`src/rtl/ddr_rd_burst_arbiter_pkg.sv`:
```
// Shared types and helpers for the DDR read-burst arbiter.
package ddr_arb_pkg;

  localparam int unsigned LEN_WD = 10;
  localparam int unsigned MAX_CH = 8;

  typedef enum logic [2:0] {
    StIdle,
    StArb,
    StGrant,
    StBurst,
    StDone
  } arb_state_e;

  typedef struct packed {
    logic       found;
    logic [2:0] idx;
  } rr_res_t;

  // First requester strictly after `last` in circular order over `n` channels.
  function automatic rr_res_t rr_next(input logic [MAX_CH-1:0] req, input int unsigned last,
                                      input int unsigned n);
    rr_res_t     res;
    int unsigned idx;
    res = '0;
    for (int unsigned k = 1; k <= MAX_CH; k++) begin
      idx = last + k;
      if (idx >= n) idx = idx - n;
      if (k <= n && !res.found && req[idx[2:0]]) begin
        res.found = 1'b1;
        res.idx   = idx[2:0];
      end
    end
    return res;
  endfunction

endpackage

```
`src/rtl/ddr_rd_burst_arbiter_if.sv`:
```
// Read-burst port between the arbiter and the DDR controller.
interface ddr_rd_burst_arbiter_if #(
  parameter int unsigned ADDR_WD = 32,
  parameter int unsigned DATA_WD = 512
);
  import ddr_arb_pkg::*;

  logic                 rd_burst_req;
  logic [LEN_WD-1:0]    rd_burst_len;
  logic [ADDR_WD-1:0]   rd_burst_addr;
  logic                 rd_burst_data_valid;
  logic [DATA_WD-1:0]   rd_burst_data;
  logic                 rd_burst_finish;

  modport master (
    output rd_burst_req, rd_burst_len, rd_burst_addr,
    input  rd_burst_data_valid, rd_burst_data, rd_burst_finish
  );

  modport slave (
    input  rd_burst_req, rd_burst_len, rd_burst_addr,
    output rd_burst_data_valid, rd_burst_data, rd_burst_finish
  );

endinterface

```
`src/rtl/ddr_rd_burst_arbiter_rr_arbiter.sv`:
```
// Round-robin next-grant picker with a registered last-grant pointer.
module rr_arbiter
  import ddr_arb_pkg::*;
#(
  parameter int unsigned NUM_CH = 4,
  parameter int unsigned CH_W   = $clog2(NUM_CH)
) (
  input  logic              clk_i,
  input  logic              rst_ni,
  input  logic [NUM_CH-1:0] req_i,
  input  logic              load_i,
  output logic              found_o,
  output logic [CH_W-1:0]   next_id_o,
  output logic [CH_W-1:0]   grant_id_o
);

  logic [CH_W-1:0]   grant_q, grant_d;
  logic [MAX_CH-1:0] req_ext;
  rr_res_t           res;

  // Search starts just after the last owner.
  always_comb begin
    req_ext              = '0;
    req_ext[NUM_CH-1:0]  = req_i;
    res                  = rr_next(req_ext, 32'(grant_q), NUM_CH);
  end

  assign found_o    = res.found;
  assign next_id_o  = CH_W'(res.idx);
  assign grant_id_o = grant_q;

  // Pointer advances only when a grant is taken.
  always_comb begin
    grant_d = load_i ? next_id_o : grant_q;
  end

  // Reset to the last channel so channel 0 wins first.
  always_ff @(posedge clk_i) begin
    if (!rst_ni) grant_q <= CH_W'(NUM_CH - 1);
    else         grant_q <= grant_d;
  end

endmodule

```
`src/rtl/ddr_rd_burst_arbiter.sv`:
```
// Round-robin sharing of one DDR read-burst port among NUM_CH channels.
module ddr_rd_burst_arbiter
  import ddr_arb_pkg::*;
#(
  parameter int unsigned NUM_CH      = 4,
  parameter int unsigned DDR_ADDR_WD = 32,
  parameter int unsigned DDR_DATA_WD = 512,
  parameter int unsigned TIMEOUT_CYC = 4096,
  parameter int unsigned CH_W        = $clog2(NUM_CH)
) (
  input  logic                          ddr_clk,
  input  logic                          ddr_rst_n,
  input  logic [NUM_CH-1:0]             ch_rd_burst_req,
  input  logic [NUM_CH*LEN_WD-1:0]      ch_rd_burst_len,
  input  logic [NUM_CH*DDR_ADDR_WD-1:0] ch_rd_burst_addr,
  output logic [NUM_CH-1:0]             ch_rd_burst_data_valid,
  output logic [DDR_DATA_WD-1:0]        ch_rd_burst_data,
  output logic [NUM_CH-1:0]             ch_rd_burst_finish,
  ddr_rd_burst_arbiter_if.master        ctrl,
  output logic [CH_W-1:0]               grant_id,
  output logic                          arb_busy,
  output logic [NUM_CH-1:0]             err_timeout,
  output logic [NUM_CH-1:0]             err_beat,
  input  logic                          err_clr
);

  localparam int unsigned WD_W = $clog2(TIMEOUT_CYC) + 1;

  arb_state_e               state_q, state_d;
  logic                     req_q, req_d;
  logic                     busy_q, busy_d;
  logic [LEN_WD-1:0]        len_q, len_d;
  logic [DDR_ADDR_WD-1:0]   addr_q, addr_d;
  logic [LEN_WD:0]          beat_q, beat_d;
  logic [WD_W-1:0]          wdog_q, wdog_d;
  logic [NUM_CH-1:0]        err_to_q, err_to_d;
  logic [NUM_CH-1:0]        err_beat_q, err_beat_d;

  logic                     in_burst, beat_in, fin_in, tmo, load, found;
  logic [CH_W-1:0]          next_id;
  logic [LEN_WD:0]          beat_cnt;

  rr_arbiter #(
    .NUM_CH (NUM_CH),
    .CH_W   (CH_W)
  ) u_rr (
    .clk_i      (ddr_clk),
    .rst_ni     (ddr_rst_n),
    .req_i      (ch_rd_burst_req),
    .load_i     (load),
    .found_o    (found),
    .next_id_o  (next_id),
    .grant_id_o (grant_id)
  );

  // Strobes are only honoured while a burst is in flight; the watchdog fires on its last cycle.
  always_comb begin
    in_burst = (state_q == StBurst);
    beat_in  = ctrl.rd_burst_data_valid & in_burst;
    fin_in   = ctrl.rd_burst_finish & in_burst;
    tmo      = in_burst & ~fin_in & (wdog_q == WD_W'(TIMEOUT_CYC - 1));
    beat_cnt = beat_q + (LEN_WD + 1)'(beat_in);
    ch_rd_burst_data_valid           = '0;
    ch_rd_burst_data_valid[grant_id] = beat_in;
    ch_rd_burst_finish               = '0;
    ch_rd_burst_finish[grant_id]     = fin_in | tmo;
  end

  assign ch_rd_burst_data   = ctrl.rd_burst_data;
  assign ctrl.rd_burst_req  = req_q;
  assign ctrl.rd_burst_len  = len_q;
  assign ctrl.rd_burst_addr = addr_q;
  assign arb_busy           = busy_q;
  assign err_timeout        = err_to_q;
  assign err_beat           = err_beat_q;

  // Next-state logic for the FSM, latched burst parameters, counters and error flags.
  always_comb begin
    state_d    = state_q;
    req_d      = req_q;
    busy_d     = busy_q;
    len_d      = len_q;
    addr_d     = addr_q;
    beat_d     = beat_q;
    wdog_d     = wdog_q;
    load       = 1'b0;
    err_to_d   = err_clr ? '0 : err_to_q;
    err_beat_d = err_clr ? '0 : err_beat_q;
    unique case (state_q)
      StIdle: if (|ch_rd_burst_req) state_d = StArb;
      StArb: begin
        if (found) begin
          load    = 1'b1;
          len_d   = ch_rd_burst_len[32'(next_id)*LEN_WD +: LEN_WD];
          addr_d  = ch_rd_burst_addr[32'(next_id)*DDR_ADDR_WD +: DDR_ADDR_WD];
          busy_d  = 1'b1;
          state_d = StGrant;
        end else begin
          state_d = StIdle;
        end
      end
      StGrant: begin
        beat_d  = '0;
        wdog_d  = '0;
        req_d   = 1'b1;
        state_d = StBurst;
      end
      StBurst: begin
        beat_d = beat_cnt;
        wdog_d = wdog_q + 1'b1;
        if (fin_in || tmo) begin
          req_d   = 1'b0;
          busy_d  = 1'b0;
          state_d = StDone;
        end
      end
      StDone:  state_d = StIdle;
      default: state_d = StIdle;
    endcase
    // A set in the same cycle as a clear wins.
    if (fin_in && (beat_cnt != {1'b0, len_q})) err_beat_d[grant_id] = 1'b1;
    if (tmo) err_to_d[grant_id] = 1'b1;
  end

  // Single register stage for the FSM and all its registered outputs.
  always_ff @(posedge ddr_clk) begin
    if (!ddr_rst_n) begin
      state_q    <= StIdle;
      req_q      <= 1'b0;
      busy_q     <= 1'b0;
      len_q      <= '0;
      addr_q     <= '0;
      beat_q     <= '0;
      wdog_q     <= '0;
      err_to_q   <= '0;
      err_beat_q <= '0;
    end else begin
      state_q    <= state_d;
      req_q      <= req_d;
      busy_q     <= busy_d;
      len_q      <= len_d;
      addr_q     <= addr_d;
      beat_q     <= beat_d;
      wdog_q     <= wdog_d;
      err_to_q   <= err_to_d;
      err_beat_q <= err_beat_d;
    end
  end

endmodule
```
`src/flat_wrapper.sv`:
```
// flat-port wrapper written by rule: the top's interface ports become plain ports
module ddr_rd_burst_arbiter_flat import ddr_arb_pkg::*;
#(
  parameter int unsigned NUM_CH      = 4,
  parameter int unsigned DDR_ADDR_WD = 32,
  parameter int unsigned DDR_DATA_WD = 512,
  parameter int unsigned TIMEOUT_CYC = 4096,
  parameter int unsigned CH_W        = $clog2(NUM_CH)
)
  (ddr_clk, ddr_rst_n, ch_rd_burst_req, ch_rd_burst_len, ch_rd_burst_addr, ch_rd_burst_data_valid, ch_rd_burst_data, ch_rd_burst_finish, grant_id, arb_busy, err_timeout, err_beat, err_clr, ctrl_rd_burst_req, ctrl_rd_burst_len, ctrl_rd_burst_addr, ctrl_rd_burst_data_valid, ctrl_rd_burst_data, ctrl_rd_burst_finish);
  ddr_rd_burst_arbiter_if ctrl_i ();
  input  logic ddr_clk;
  input  logic ddr_rst_n;
  input  logic [NUM_CH-1:0] ch_rd_burst_req;
  input  logic [NUM_CH*LEN_WD-1:0] ch_rd_burst_len;
  input  logic [NUM_CH*DDR_ADDR_WD-1:0] ch_rd_burst_addr;
  output logic [NUM_CH-1:0] ch_rd_burst_data_valid;
  output logic [DDR_DATA_WD-1:0] ch_rd_burst_data;
  output logic [NUM_CH-1:0] ch_rd_burst_finish;
  output logic [CH_W-1:0] grant_id;
  output logic arb_busy;
  output logic [NUM_CH-1:0] err_timeout;
  output logic [NUM_CH-1:0] err_beat;
  input  logic err_clr;
  output wire logic [$bits(ctrl_i.rd_burst_req)-1:0] ctrl_rd_burst_req;
  output wire logic [$bits(ctrl_i.rd_burst_len)-1:0] ctrl_rd_burst_len;
  output wire logic [$bits(ctrl_i.rd_burst_addr)-1:0] ctrl_rd_burst_addr;
  input wire logic [$bits(ctrl_i.rd_burst_data_valid)-1:0] ctrl_rd_burst_data_valid;
  input wire logic [$bits(ctrl_i.rd_burst_data)-1:0] ctrl_rd_burst_data;
  input wire logic [$bits(ctrl_i.rd_burst_finish)-1:0] ctrl_rd_burst_finish;
  assign ctrl_rd_burst_req = ctrl_i.rd_burst_req;
  assign ctrl_rd_burst_len = ctrl_i.rd_burst_len;
  assign ctrl_rd_burst_addr = ctrl_i.rd_burst_addr;
  assign ctrl_i.rd_burst_data_valid = ctrl_rd_burst_data_valid;
  assign ctrl_i.rd_burst_data = ctrl_rd_burst_data;
  assign ctrl_i.rd_burst_finish = ctrl_rd_burst_finish;
  ddr_rd_burst_arbiter #(.NUM_CH(NUM_CH), .DDR_ADDR_WD(DDR_ADDR_WD), .DDR_DATA_WD(DDR_DATA_WD), .TIMEOUT_CYC(TIMEOUT_CYC), .CH_W(CH_W)) u_core (.ddr_clk(ddr_clk), .ddr_rst_n(ddr_rst_n), .ch_rd_burst_req(ch_rd_burst_req), .ch_rd_burst_len(ch_rd_burst_len), .ch_rd_burst_addr(ch_rd_burst_addr), .ch_rd_burst_data_valid(ch_rd_burst_data_valid), .ch_rd_burst_data(ch_rd_burst_data), .ch_rd_burst_finish(ch_rd_burst_finish), .ctrl(ctrl_i), .grant_id(grant_id), .arb_busy(arb_busy), .err_timeout(err_timeout), .err_beat(err_beat), .err_clr(err_clr));
endmodule
```
`config.mk`:
```
export PLATFORM = sky130hd
export DESIGN_NAME = ddr_rd_burst_arbiter_flat
export DESIGN_NICKNAME = d
export VERILOG_FILES = /design/src/rtl/ddr_rd_burst_arbiter_pkg.sv /design/src/rtl/ddr_rd_burst_arbiter_if.sv /design/src/rtl/ddr_rd_burst_arbiter_rr_arbiter.sv /design/src/rtl/ddr_rd_burst_arbiter.sv /design/src/flat_wrapper.sv
export SDC_FILE = /design/constraint.sdc
export NUM_CORES = 1
export LEC_CHECK = 0
export BUFFER_PORTS_ARGS = -buffer_cell sky130_fd_sc_hd__buf_2
export CORE_AREA = 2 2 499 501
export DETAILED_ROUTE_END_ITERATION = 8
export DIE_AREA = 0 0 501 503
export PLACE_DENSITY = 0.3
export SLEW_MARGIN = 40
export SYNTH_ARGS = -nofsm -noshare
export SYNTH_HDL_FRONTEND = slang
export SYNTH_SLANG_ARGS = --single-unit
```
`constraint.sdc`:
```
create_clock -name ddr_clk -period 5.7 [get_ports ddr_clk]
set_clock_uncertainty 0.15 [all_clocks]
set_input_delay 0.57 -clock ddr_clk [delete_from_list [all_inputs] [get_ports ddr_clk]]
set_output_delay 0.57 -clock ddr_clk [all_outputs]
set_load 0.01 [all_outputs]
```
Word level (Yosys, flattened, before mapping)
Cells that the tools add are included.
{ "classes": {"mul": 1, "order_cmp": 10, "eq_ne": 8, "bitwise": 10, "n_mux": 34, "reduce_logical": 17, "addsub": 10, "n_shift": 2} }
{ "op_table": {"columns": ["operator", "n"], "rows": [
  ["$shiftx A128 B8 Y32", 1],
  ["$shiftx A40 B7 Y10", 1],
  ["$ge A32 B3 Y1 const B", 1],
  ["$mux W4", 8],
  ["$pmux W13 S2", 1],
  ["$pmux W11 S2", 1],
  ["$mux W3", 6],
  ["$lt A3 B4 Y1 const B", 4],
  ["$add A13 B1 Y13 const B", 1],
  ["$eq A13 B12 Y1 const B", 1],
  ["$bmux W1 S3", 4],
  ["$pmux W3 S4", 1],
  ["$sub A3 B3 Y3 const B", 4],
  ["$add A11 B1 Y11", 1],
  ["$ne A11 B10 Y1", 1],
  ["$mux W1", 9],
  ["$and A4 B4 Y4", 2],
  ["$or A4 B4 Y4", 2],
  ["$add A2 B2 Y3 const B", 2],
  ["$eq A3 B2 Y1 const B", 2],
  ["$ge A3 B3 Y1 const B", 2],
  ["$reduce_and A2 Y1", 3],
  ["$logic_and A1 B1 Y1", 5],
  ["$mul A2 B3 Y5 const B", 1],
  ["20 further kinds", 28]
]} }
{ "totals": {"out_inout_bits": 574, "ff_bits": 81, "word_cells": 102, "in_bits": 689} }

Depth between registers and ports, before layout
Gate-level depths: netlist of run 1.
{ "depth": {"depth_word": 17, "depth_mapped": 11, "mapped_depth_nobuf": 10} }

Hierarchy
From an unflattened synthesis of run 1, not the netlist that was laid out.
{ "unflattened": {"hier_cells": 1045, "hier_area_um2": 8824.7} }
{ "modules_own_cells": {"columns": ["mod", "cells_each", "area_per_inst_um2", "seq_area_each_um2", "n_inst"], "rows": [
  ["ddr_rd_burst_arbiter", 998, 8413.1, 1581.5, 1],
  ["rr_arbiter", 47, 411.6, 40.0, 1]
]} }

Least setup slack after synthesis of run 1
OpenSTA, ideal clock, no wires.
{ "synth_path": {"path_type": "register to register", "startpoint": "register u_core.state_q[1]", "endpoint": "register u_core.err_beat_q[0] (netlist: u_core.err_beat[0])", "setup_slack_ps": 2783, "setup_time_ps": 136, "path_buffers": 1, "arrival_time_ps": 2631, "stages_incl_launch_ff": 12, "cell_sequence": "dfxtp_1 > nor2b_1 > clkbuf_1 > and3_1 > ha_1 > ha_1 > nor2b_1 > or4b_1 > o21ai_0 > nand4_1 > nor4_1 > o21ai_0"} }
{ "synth_via": {"elab_chain_cells": 6} }
{ "synth_rtl": {"columns": ["element", "line", "rtl"], "rows": [
  ["from (decl)", "ddr_rd_burst_arbiter.sv:29", "arb_state_e state_q, state_d;"],
  ["from (signal assigned)", "ddr_rd_burst_arbiter.sv:128", "state_q <= StIdle;"],
  ["from (signal assigned)", "ddr_rd_burst_arbiter.sv:138", "state_q <= state_d;"],
  ["$eq A3 B2 Y1 (*)", "ddr_rd_burst_arbiter.sv:58", "in_burst = (state_q == StBurst);"],
  ["$and A1 B1 Y1", "ddr_rd_burst_arbiter.sv:59", "beat_in = ctrl.rd_burst_data_valid & in_burst;"],
  ["$add A11 B1 Y11", "ddr_rd_burst_arbiter.sv:62", "beat_cnt = beat_q + (LEN_WD + 1)'(beat_in);"],
  ["$ne A11 B10 Y1", "ddr_rd_burst_arbiter.sv:121", "if (fin_in && (beat_cnt != {1'b0, len_q})) err_beat_d[grant_id] = 1'b1;"],
  ["$logic_and A1 B1 Y1 (*)", "ddr_rd_burst_arbiter.sv:121", null],
  ["$mux W4 (*)", "ddr_rd_burst_arbiter.sv:121", null],
  ["to (signal assigned)", "ddr_rd_burst_arbiter.sv:146", "err_beat_q <= err_beat_d;"],
  ["to (decl)", "ddr_rd_burst_arbiter.sv:37", "logic [NUM_CH-1:0] err_beat_q, err_beat_d;"]
]} }
Mark *: on every way between the ends. The rest lies on a longest branch, timed or not.
A chain may end at the register's enable or synchronous reset.

Worst setup path in the final report of run 1
{ "layout_path": {"startpoint": "register u_core.u_rr.grant_q[0] (netlist: u_core.u_rr.grant_id_o[0])", "endpoint": "register u_core.addr_q[7] (netlist: u_core.ctrl.rd_burst_addr[7])"} }
{ "layout_via": {"elab_chain_cells": 16} }
{ "layout_rtl": {"columns": ["element", "line", "rtl"], "rows": [
  ["from (decl)", "ddr_rd_burst_arbiter_rr_arbiter.sv:17", "logic [CH_W-1:0] grant_q, grant_d;"],
  ["from (signal assigned)", "ddr_rd_burst_arbiter_rr_arbiter.sv:39", "if (!rst_ni) grant_q <= CH_W'(NUM_CH - 1);"],
  ["from (signal assigned)", "ddr_rd_burst_arbiter_rr_arbiter.sv:40", "else grant_q <= grant_d;"],
  ["$add A2 B1 Y3", "ddr_rd_burst_arbiter_pkg.sv:27", "idx = last + k;"],
  ["$ge A32 B3 Y1 or $sub A3 B3 Y3 (tied branches)", "ddr_rd_burst_arbiter_pkg.sv:28", "if (idx >= n) idx = idx - n;"],
  ["$mux W3", "ddr_rd_burst_arbiter_pkg.sv:28", null],
  ["$bmux W1 S3", "ddr_rd_burst_arbiter_pkg.sv:29", "if (k <= n && !res.found && req[idx[2:0]]) begin"],
  ["$mux W1 (not written as such)", "ddr_rd_burst_arbiter_pkg.sv:29", null],
  ["$mux W4", "ddr_rd_burst_arbiter_pkg.sv:29", null],
  ["$logic_not A1 Y1", "ddr_rd_burst_arbiter_pkg.sv:29", null],
  ["$logic_and A1 B1 Y1", "ddr_rd_burst_arbiter_pkg.sv:29", null],
  ["$mux W4", "ddr_rd_burst_arbiter_pkg.sv:29", null],
  ["$logic_not A1 Y1", "ddr_rd_burst_arbiter_pkg.sv:29", null],
  ["$logic_and A1 B1 Y1", "ddr_rd_burst_arbiter_pkg.sv:29", null],
  ["$mux W4", "ddr_rd_burst_arbiter_pkg.sv:29", null],
  ["$logic_not A1 Y1", "ddr_rd_burst_arbiter_pkg.sv:29", null],
  ["$logic_and A1 B1 Y1", "ddr_rd_burst_arbiter_pkg.sv:29", null],
  ["$mux W4 (*)", "ddr_rd_burst_arbiter_pkg.sv:29", null],
  ["$shiftx A128 B8 Y32 or $reduce_and A2 Y1 (tied branches)", null, null],
  ["to (signal assigned)", "ddr_rd_burst_arbiter.sv:142", "addr_q <= addr_d;"],
  ["to (decl)", "ddr_rd_burst_arbiter.sv:33", "logic [DDR_ADDR_WD-1:0] addr_q, addr_d;"]
]} }
Mark *: on every way between the ends. The rest lies on a longest branch, timed or not. The select of a mux whose other input is x is not followed.

==> results of run 1 <==
## worst max path at each step
stage | endpoint | slack (ns) | cells past startpoint
after floorplan | u_core.err_beat[0] | 2.78 | 11
after detailed placement | u_core.ctrl.rd_burst_addr[7] | 1.40 | 10
after CTS | u_core.ctrl.rd_burst_addr[7] | 1.41 | 10
after global routing | u_core.ctrl.rd_burst_addr[7] | 1.27 | 10
after global placement | u_core.ctrl.rd_burst_addr[7] | 1.17 | 10
final | u_core.ctrl.rd_burst_addr[7] | 1.61 | 10
## per-layer routing
metal  routed length, um  share of wire  up-vias
met2               44930           0.42      754
met4                8182          0.076        4
met3               40660           0.38      360
met5                 110         0.0010        -
met1               14330           0.13     2482
li1                    -              -     2443
## Yosys cell counts, types with 8 or more instances
cell type  instances  area share
a21oi_1           21       0.012
and2_1            11      0.0079
buf_2             13      0.0074
buf_4            513        0.44
clkbuf_1          14      0.0060
dfxtp_1           81        0.18
mux2i_1           87       0.099
nand2_1           74       0.032
nand3_1            8      0.0046
nand4_1           12      0.0086
nor2_1            39       0.017
nor2b_1           10      0.0071
nor3_1            10      0.0057
o21ai_0           13      0.0074
o221ai_1          35       0.035
o221ai_2           8       0.014
xnor2_1           10       0.010
xor2_1            11       0.011
## where the power goes
part	switching (uW)	internal [uW]	total (uW)	leakage, uW
sequential	90.7	635	726	0.000659
clock	391	314	705	0.000150
combinational	558	368	925	0.00246
total	1040	1320	2360	0.00327
## registers in the layout (all words and copies together) (netlist names)
signal and flops:
u_core.ctrl.rd_burst_req 1, u_core.state_q 3, u_core.ctrl.rd_burst_len 10, u_core.err_beat 4, u_core.beat_q 11, u_core.ctrl.rd_burst_addr 32, u_core.err_timeout 4, u_core.wdog_q 13
u_core.u_rr.grant_id_o 2, u_core.arb_busy 1
## metrics by stage
stage	power [uW]	cells	worst slack, ns
detailed placement	1717	3989	1.400
CTS	2484	4005	1.414
floorplan	1627	1052	2.783
finish	2356	4007	1.607
global route	2523	4006	1.272
global placement	1709	3987	1.165
## tightest hold or removal path: cells and delay by family
family / cells / cell delay [ns]
compound gates: 1 / 0.11
buf+inv: 1 / 0.08
mux: 1 / 0.07
## area by class of cell
type	instances	area [sq um]	area share
clock buffer	9	225.2	0.02169
multi-input combinational	414	3045	0.2933
inverter	6	22.52	0.002169
sequential	81	1622	0.1562
tap	3237	4050	0.3901
antenna	2	5.005	0.0004820
timing repair buffer	251	1326	0.1277
clock inverter	7	86.33	0.008315
## cell families (layout without fill, tap and decap cells)
family | after synthesis | count (layout) | synth area share
compound gates | 102 | 102 | 0.09221
xor+xnor | 22 | 22 | 0.02355
fa+ha+maj | 7 | 7 | 0.009991
buf+inv | 557 | 273 | 0.4715
flops | 81 | 81 | 0.1850
mux | 94 | 94 | 0.1126
other cells | 0 | 2 | 0
simple gates | 189 | 189 | 0.1052
==> impl_metrics.py, run 1 <==
metrics = {
    "grt": {
        "grt_pass1_wl_mm": 119.8,
        "grtUsageMet3": 0.1432,
        "use_met2": 0.1181,
        "groute.layer.met1.usage": 0.03098,
        "grt_max_degree": 75,
        "grt.busiest_layer": "met3",
        "grtUsageTotal": 0.08185,
        "antenna_found_initial": 14,
        "grt_pass1_vias": 6109,
        "gr-total-overflow": 0,
    },
    "min_path": {
        "hold_depth": 3,
        "hp-class": "in2reg",
        "min_to": "u_core.ctrl.rd_burst_addr[13]",
        "hp-start": "ch_rd_burst_addr[109]",
    },
    "layout": {
        "fin_nets": 1459,
        "fillers": 29250,
        "final_common_cell": "buf_2",
        "syn_to_final_growth_pct": 18.44,
        "layout_common_cells": "buf_2, mux2i_1, dfxtp_1",
        "drive_above_1_share": 0.3841,
        "final_util": 0.04202,
        "fin_area_sq_mm": 0.01038,
    },
    "place": {
        "place_area_sq_mm": 0.01007,
        "portBuffers": 238,
        "gp_congestion": 0.7072,
        "dp_hpwl_mm": 100.0,
    },
    "worst_setup_path": {
        "r2r_slack_ns": 1.61,
        "crit_path_cell_trace": "inv_1 -> ha_1 -> or2_2 -> a2bb2oi_2 -> a21o_1 -> a21oi_4 -> buf_12 -> buf_4 -> mux2i_2 -> o221ai_1",
        "path_buf_inv": 3,
        "slowest_stage": "dfxtp_1",
        "crit_required_ns": 5.84,
        "cp.arrival_ns": 4.23,
        "cp-start-kind": "flop",
        "cpPeakStageDelay_ns": 0.77,
        "startpoint": "u_core.u_rr.grant_id_o[0]",
        "r2r-end": "u_core.ctrl.rd_burst_addr[7]",
        "path_delay_family": "buffers and inverters",
        "reg2reg_from": "u_core.u_rr.grant_id_o[0]",
        "crit_fanout": 74,
        "reg2reg_depth": 10,
        "path_class": "reg2reg",
        "endpoint_kind": "flop",
    },
    "cts": {
        "ctsRootBufferMaster": "clkbuf_16",
        "cts_buffers": 9,
        "cts_resized": 0,
        "htree_levels": 3,
        "clk_latency_ns": 0.42,
        "cts_tree": "done",
        "clk_pin_slew_ns": 0.10,
        "clockBufferDepth": 2,
        "cts_hold_buf": 0,
        "postCtsSetupBuffers": 0,
        "cts.sinks": 81,
    },
    "power": {
        "p_leak_uw": 0.003273,
        "p_per_area_mw_per_mm2": 227.0,
        "ir_drop_v": 0.0001822,
    },
    "die": {
        "die_h_um": 503,
        "core-area_sq_mm": 0.2471,
        "row_count": 183,
        "die_area_sq_mm": 0.2520,
        "ios": 1263,
        "die_x_um": 501,
        "initial_core_util": 0.03548,
    },
    "synthesis": {
        "synth-edff-count": 0,
        "synth_seq_cells": 81,
        "ys_seq_area_frac": 0.1850,
        "yosysWarnings": 0,
        "syn_area_per_cell_sq_um": 8.333,
        "postSynthNetCount": 1748,
        "synthCells": 1052,
        "mappedNetlistArea_sq_mm": 0.008766,
        "ys_async_sr_fraction": 0,
        "ys.flop_type": "dfxtp_1",
        "ys_types": 56,
    },
    "timing": {
        "period_minus_slack_ns": 4.093,
        "final-hold-violation-count": 0,
        "final_max_slew_viol_count": 0,
        "finalCritPeriodShare": 0.7180,
        "worstMarginPinSlew_ns": 1.016,
        "timing.slew.headroom": 0.3227,
        "hold_ws_ns": 0.2827,
        "rsz0062_at_grt": "no",
        "final.setup.tns_ns": 0,
        "setup_viol": 0,
        "fmax_mhz": 244.3,
    },
    "route": {
        "drc": 0,
        "vias_per_cell": 1.508,
        "drt_iter0_markers": 305,
        "final_antenna_net_count": 0,
        "wl_mm": 108.2,
        "wire_per_inst_um": 27.01,
        "dr.pass1.iters": 4,
        "vias": 6043,
    },
    "job": {
        "drv_cap": 0,
    },
    "run_status": {
        "status": "completed",
    },
}
(Power assumes the default switching activity.)
==> run 2: changes to the inputs <==
--- a/config.mk
+++ b/config.mk
@@ -5,10 +5,11 @@
 export SDC_FILE = /design/constraint.sdc
 export NUM_CORES = 1
 export LEC_CHECK = 0
+export ABC_AREA = 1
 export BUFFER_PORTS_ARGS = -buffer_cell sky130_fd_sc_hd__buf_2
-export CORE_AREA = 2 2 499 501
+export CORE_AREA = 2 2 493 495
 export DETAILED_ROUTE_END_ITERATION = 8
-export DIE_AREA = 0 0 501 503
+export DIE_AREA = 0 0 495 497
 export PLACE_DENSITY = 0.3
 export SLEW_MARGIN = 40
 export SYNTH_ARGS = -nofsm -noshare
==> constraint.sdc (replaced) <==
create_clock -name ddr_clk -period 3.7 [get_ports ddr_clk]
set_clock_uncertainty 0.15 [all_clocks]
set_input_delay 0.37 -clock ddr_clk [delete_from_list [all_inputs] [get_ports ddr_clk]]
set_output_delay 0.37 -clock ddr_clk [all_outputs]
set_load 0.01 [all_outputs]
==> run 2 against run 1 <==
Critical path depth rose by 2. Core utilization rose by 0.34 points. Hold slack got worse by 0.20 ns. Synthesized cell count rose by 41%. Wire length rose by 17%. Area after synthesis rose by 6.3%. Sequential share of layout area fell by 0.75 points. Critical path type unchanged.
==> impl_metrics.py, run 2 <==
metrics = {
    "timing": {
        "fmax_mhz": 318.5,
        "rsz0062_at_grt": "no",
        "worstMarginPinSlew_ns": 0.6762,
        "timing.slew.headroom": 0.5492,
        "final_max_slew_viol_count": 0,
        "setup_viol": 0,
        "period_minus_slack_ns": 3.139,
        "final-hold-violation-count": 0,
        "finalCritPeriodShare": 0.8485,
        "final.setup.tns_ns": 0,
    },
    "cts": {
        "cts_tree": "done",
        "cts_hold_buf": 0,
        "postCtsSetupBuffers": 0,
        "cts_buffers": 9,
        "ctsRootBufferMaster": "clkbuf_16",
        "clockBufferDepth": 2,
        "htree_levels": 3,
        "clk_pin_slew_ns": 0.10,
        "cts.sinks": 81,
        "clk_latency_ns": 0.42,
        "cts_resized": 0,
    },
    "route": {
        "drc": 0,
        "drt_iter0_markers": 493,
        "vias": 8133,
        "final_antenna_net_count": 0,
        "wl_mm": 126.3,
        "wire_per_inst_um": 28.81,
        "vias_per_cell": 1.855,
        "dr.pass1.iters": 5,
    },
    "place": {
        "gp_congestion": 0.8454,
        "dpl.cell_count": 4366,
        "portBuffers": 238,
        "dp_hpwl_mm": 116.3,
    },
    "layout": {
        "syn_to_final_growth_pct": 17.07,
        "layout_common_cells": "nand2_1, buf_2, nor2_1",
        "drive_above_1_share": 0.2406,
        "fillers": 28830,
        "fin_nets": 1888,
        "final_cell_count_no_fill": 4385,
        "largest_register_ff_count": 32,
        "final_common_cell": "nand2_1",
    },
    "power": {
        "p_leak_uw": 0.003974,
        "p_per_area_mw_per_mm2": 444.0,
        "ir_drop_v": 0.0002323,
    },
    "synthesis": {
        "syn_area_per_cell_sq_um": 6.291,
        "yosys.area.top_type": "buf_4",
        "synth-edff-count": 0,
        "yosys.area.top_type_share": 0.4150,
        "yosysWarnings": 0,
        "ys_async_sr_fraction": 0,
        "synth_seq_cells": 81,
        "synth_commonest_cells": "buf_4, nand2_1, nor2_1, inv_1, nand3_1",
        "ys.flop_type": "dfxtp_1",
        "ys_seq_area_frac": 0.1741,
        "synth_area_leaders": "buf_4, dfxtp_1, nand2_1",
        "synthCells": 1481,
        "mappedNetlistArea_sq_mm": 0.009316,
        "postSynthNetCount": 2177,
        "synth.most_common_cell": "buf_4",
        "ys_types": 34,
    },
    "grt": {
        "grt_max_degree": 45,
        "gr-total-overflow": 0,
        "grt_pass1_vias": 8048,
        "grt_pass1_wl_mm": 143.4,
        "antenna_found_initial": 43,
        "grtUsageTotal": 0.09878,
    },
    "die": {
        "row_count": 180,
        "die_h_um": 497,
        "core-area_sq_mm": 0.2401,
        "ios": 1263,
        "die_area_sq_mm": 0.2460,
        "initial_core_util": 0.03881,
        "die_x_um": 495,
    },
    "worst_setup_path": {
        "path_class": "reg2reg",
        "cp-start-kind": "flop",
        "endpoint_kind": "flop",
        "crit_fanout": 27,
        "crit_required_ns": 3.85,
        "cp.arrival_ns": 3.29,
    },
    "job": {
        "drv_cap": 0,
    },
    "min_path": {
        "hp-class": "in2reg",
    },
    "run_status": {
        "status": "completed",
    },
}
==> run 2: area by class of cell <==
class	instances	area, sq um	share of cell area
Tap cell	3185	3985	0.3654
Clock inverter	7	105.1	0.009636
Sequential cell	81	1622	0.1487
Clock buffer	9	225.2	0.02065
Antenna cell	3	7.507	0.0006883
Multi-Input combinational cell	694	3052	0.2798
Inverter	152	574.3	0.05266
Timing Repair Buffer	254	1336	0.1225
==> run 2: logic make-up after synthesis <==
family          share of synthesized area
compound gates                    0.03237
buf+inv                            0.4989
flops                              0.1741
xor+xnor                         0.002821
simple gates                       0.2824
fa+ha+maj                        0.009401
==> run 2: worst max-delay path, stage by stage, from the launching register on <==
cell	delay [ns]
dfxtp_1	0.55
inv_2	0.17
ha_1	0.38
nand3_1	0.15
nand2_2	0.10
nor2_4	0.15
nand2_1	0.07
nand3_1	0.06
nand2_1	0.08
nand2_4	0.32
nand2_4	0.37
nor3_1	0.27
nor2_1	0.07
==> run 2: routing by layer <==
layer | part of all wire | track usage
met2 | 0.42 | 0.1470
met5 | 0.0024 | 0.007045
met3 | 0.36 | 0.1632
met1 | 0.16 | 0.04363
met4 | 0.066 | 0.05745
==> run 2: per-stage QoR <==
stage	area, sq um	hold slack, ns	setup slack (ns)	total power (uW)	util
2_1_floorplan	9316	0.2725	0.9772	3116	-
3_3_place_gp	10570	0.2925	0.3304	3856	0.04402
3_5_place_dp	10570	0.3007	0.4293	3857	0.04402
4_1_cts	10900	0.02997	0.4046	5140	0.04540
5_1_grt	10910	0.06965	0.2032	5312	0.04543
6_report	10910	0.08271	0.5606	4843	0.04543
==> run 2: final timing paths <==
check | start | endpoint | slack [ns] | cells past startpoint
worst min-delay path | ddr_rst_n | u_core.u_rr.grant_id_o[1] | 0.08 | 2
worst max register to register | u_core.u_rr.grant_id_o[0] | u_core.ctrl.rd_burst_addr[22] | 0.56 | 12
worst min register to register | u_core.wdog_q[11] | u_core.wdog_q[11] | 0.31 | 1
worst max-delay path | u_core.u_rr.grant_id_o[0] | u_core.ctrl.rd_burst_addr[22] | 0.56 | 12
==> run 2: power by group <==
part / internal, uW / leakage, uW / switching, uW / total (uW)
logic: 666 / 0.00315 / 1890 / 2560
registers: 995 / 0.000662 / 111 / 1110
clock network: 606 / 0.000159 / 569 / 1180
total: 2270 / 0.00397 / 2580 / 4840
==> run 3: changes to the inputs <==
--- a/config.mk
+++ b/config.mk
@@ -5,11 +5,11 @@
 export SDC_FILE = /design/constraint.sdc
 export NUM_CORES = 1
 export LEC_CHECK = 0
-export ABC_AREA = 1
+export ABC_AREA = 0
 export BUFFER_PORTS_ARGS = -buffer_cell sky130_fd_sc_hd__buf_2
-export CORE_AREA = 2 2 493 495
+export CORE_AREA = 2 2 499 501
 export DETAILED_ROUTE_END_ITERATION = 8
-export DIE_AREA = 0 0 495 497
+export DIE_AREA = 0 0 501 503
 export PLACE_DENSITY = 0.3
 export SLEW_MARGIN = 40
 export SYNTH_ARGS = -nofsm -noshare
==> constraint.sdc (replaced) <==
create_clock -name ddr_clk -period 3 [get_ports ddr_clk]
set_clock_uncertainty 0.15 [all_clocks]
set_input_delay 0.3 -clock ddr_clk [delete_from_list [all_inputs] [get_ports ddr_clk]]
set_output_delay 0.3 -clock ddr_clk [all_outputs]
set_load 0.01 [all_outputs]
==> run 3 against run 2 <==
First-iteration DRC count shrank 50%. Clock power is 15% higher. Non-clock buffer count up 94. Setup slack lost 0.49 ns. Wire length shrank 14%. Via count is 20% lower. Hold slack worse by 0.032 ns. Sequential share of layout area is 0.54 points lower. Critical endpoint is now u_core.err_beat[3]. Largest power group unchanged.
==> impl_metrics.py, run 3 (same netlist as run 1, synthesis figures left out) <==
metrics = {
    "run_status": {
        "status": "completed",
    },
    "route": {
        "vias": 6496,
        "drc": 0,
        "drt_iter0_markers": 245,
        "final_antenna_net_count": 0,
        "wl_mm": 109.0,
        "dr.pass1.iters": 4,
        "wire_per_inst_um": 26.57,
        "vias_per_cell": 1.583,
    },
    "cts": {
        "cts.sinks": 81,
        "clockBufferDepth": 2,
        "cts_tree": "done",
        "ctsRootBufferMaster": "clkbuf_16",
        "cts_buffers": 9,
        "clk_pin_slew_ns": 0.11,
        "htree_levels": 3,
        "clk_latency_ns": 0.43,
    },
    "timing": {
        "period_minus_slack_ns": 2.932,
        "fmax_mhz": 341.0,
        "worstMarginPinSlew_ns": 0.7742,
        "timing.slew.headroom": 0.4833,
        "final-hold-violation-count": 0,
        "hold_ws_ns": 0.05082,
        "finalCritPeriodShare": 0.9774,
        "setup_viol": 0,
        "final_max_slew_viol_count": 0,
        "rsz0062_at_grt": "yes",
    },
    "die": {
        "die_area_sq_mm": 0.2520,
        "die_x_um": 501,
        "ios": 1263,
        "die_h_um": 503,
        "row_count": 183,
        "initial_core_util": 0.03548,
        "core-area_sq_mm": 0.2471,
    },
    "worst_setup_path": {
        "slowest_stage": "or4b_1",
        "cp-start-kind": "flop",
        "cpPeakStageDelay_ns": 0.48,
        "cp.arrival_ns": 3.09,
        "crit_fanout": 6,
        "path_delay_family": "simple AND/OR/NAND/NOR gates",
        "r2r_slack_ns": 0.07,
        "path_buf_inv": 1,
        "crit_path_cell_trace": "nor2b_2 -> and3_2 -> ha_1 -> ha_2 -> nor2b_1 -> or4b_1 -> o21ai_0 -> nand4_1 -> nor4_2 -> buf_4 -> o21ai_0",
        "endpoint_kind": "flop",
        "cpMostUsedCell": "o21ai_0",
        "path_class": "reg2reg",
        "crit_required_ns": 3.16,
    },
    "layout": {
        "layout_common_cells": "buf_2, mux2i_1, dfxtp_1",
        "final_cell_count_no_fill": 4103,
        "multi_input_area_sq_mm": 0.003059,
        "largest_register_ff_count": 32,
        "final_util": 0.04583,
        "fillers": 29190,
        "fin_area_sq_mm": 0.01132,
        "register_area_sq_mm": 0.001623,
        "final_common_cell": "buf_2",
        "drive_above_1_share": 0.3827,
        "fin_nets": 1556,
        "syn_to_final_growth_pct": 29.18,
    },
    "grt": {
        "grt_max_degree": 43,
        "grtUsageTotal": 0.08243,
        "gr-total-overflow": 0,
        "grt_pass1_wl_mm": 121.7,
        "antenna_found_initial": 12,
        "grt_pass1_vias": 6629,
    },
    "power": {
        "p_leak_uw": 0.003699,
        "p_per_area_mw_per_mm2": 416.9,
        "ir_drop_v": 0.0002427,
    },
    "min_path": {
        "hp-class": "in2reg",
    },
    "place": {
        "dpl.cell_count": 4018,
        "place_area_sq_mm": 0.01031,
        "gp_congestion": 0.7279,
        "portBuffers": 238,
        "dp_hpwl_mm": 100.0,
    },
    "job": {
        "drv_cap": 0,
    },
}
-- run 3: cell types whose count changed in the layout (fill, tap and decap cells not counted), moves of 19 or more --
cell and change:
a21oi_1 -19, buf_4 +21, dlygate4sd3_1 +67, inv_1 -140
mux2i_1 +86, nand2_1 -187, nand3_1 -119, nor2_1 -148
nor3_1 -22, o221ai_1 +35
-- run 3: path summary, 6_finish.rpt --
check	endpoint	from	cells past startpoint
setup / recovery	u_core.err_beat[3]	u_core.state_q[1]	11
hold / removal	u_core.ctrl.rd_burst_addr[10]	ch_rd_burst_addr[42]	3
setup reg to reg	u_core.err_beat[3]	u_core.state_q[1]	11
hold reg to reg	u_core.ctrl.rd_burst_addr[17]	u_core.ctrl.rd_burst_addr[17]	2
-- run 3: per-stage QoR --
stage | power, uW | setup slack [ns] | setup TNS, ns
4_1_cts | 4926 | 0.007473 | 0
3_5_place_dp | 3386 | -0.04149 | -0.1496
3_3_place_gp | 3381 | -0.04516 | -0.1552
6_report | 4721 | 0.06768 | 0
5_1_grt | 5020 | -0.001946 | -0.001946
2_1_floorplan | 3091 | 0.08280 | 0
-- run 3: layer usage --
metal  share of wire  vias to the layer above  track usage  wire length, um
met3            0.37                      345       0.1432            40760
met4           0.072                        2      0.05659             7830
met5         0.00012                        -            0               13
met1            0.13                     2749      0.03095            14480
met2            0.42                      776       0.1213            45920
li1                -                     2624            -                -
-- run 3: area by class of cell --
type,count,area share
antenna,1,0.0002210
sequential,81,0.1433
clock buffer,9,0.01989
tap,3237,0.3577
timing repair buffer,348,0.2002
inverter,6,0.001989
multi-input combinational,414,0.2702
clock inverter,7,0.006519
-- run 3: power breakdown --
| part | internal, uW | leakage (uW) | switching, uW |
|---|---|---|---|
| Combinational | 885 | 0.00290 | 1100 |
| Clock | 591 | 0.000140 | 774 |
| Sequential | 1210 | 0.000660 | 158 |
-- run 3: repair_timing --
item	CTS	global route
gates resized for setup	2	9
pin swaps	1	2
setup endpoints to repair	4	16
endpoints found under the hold margin	27	0
hold buffers	67	0
buffers inserted	0	1
-- run 3: worst min-delay path: cells and delay by family --
kind,cells,cell delay (ns)
mux,1,0.09
buf+inv,1,0.08
compound gates,1,0.16
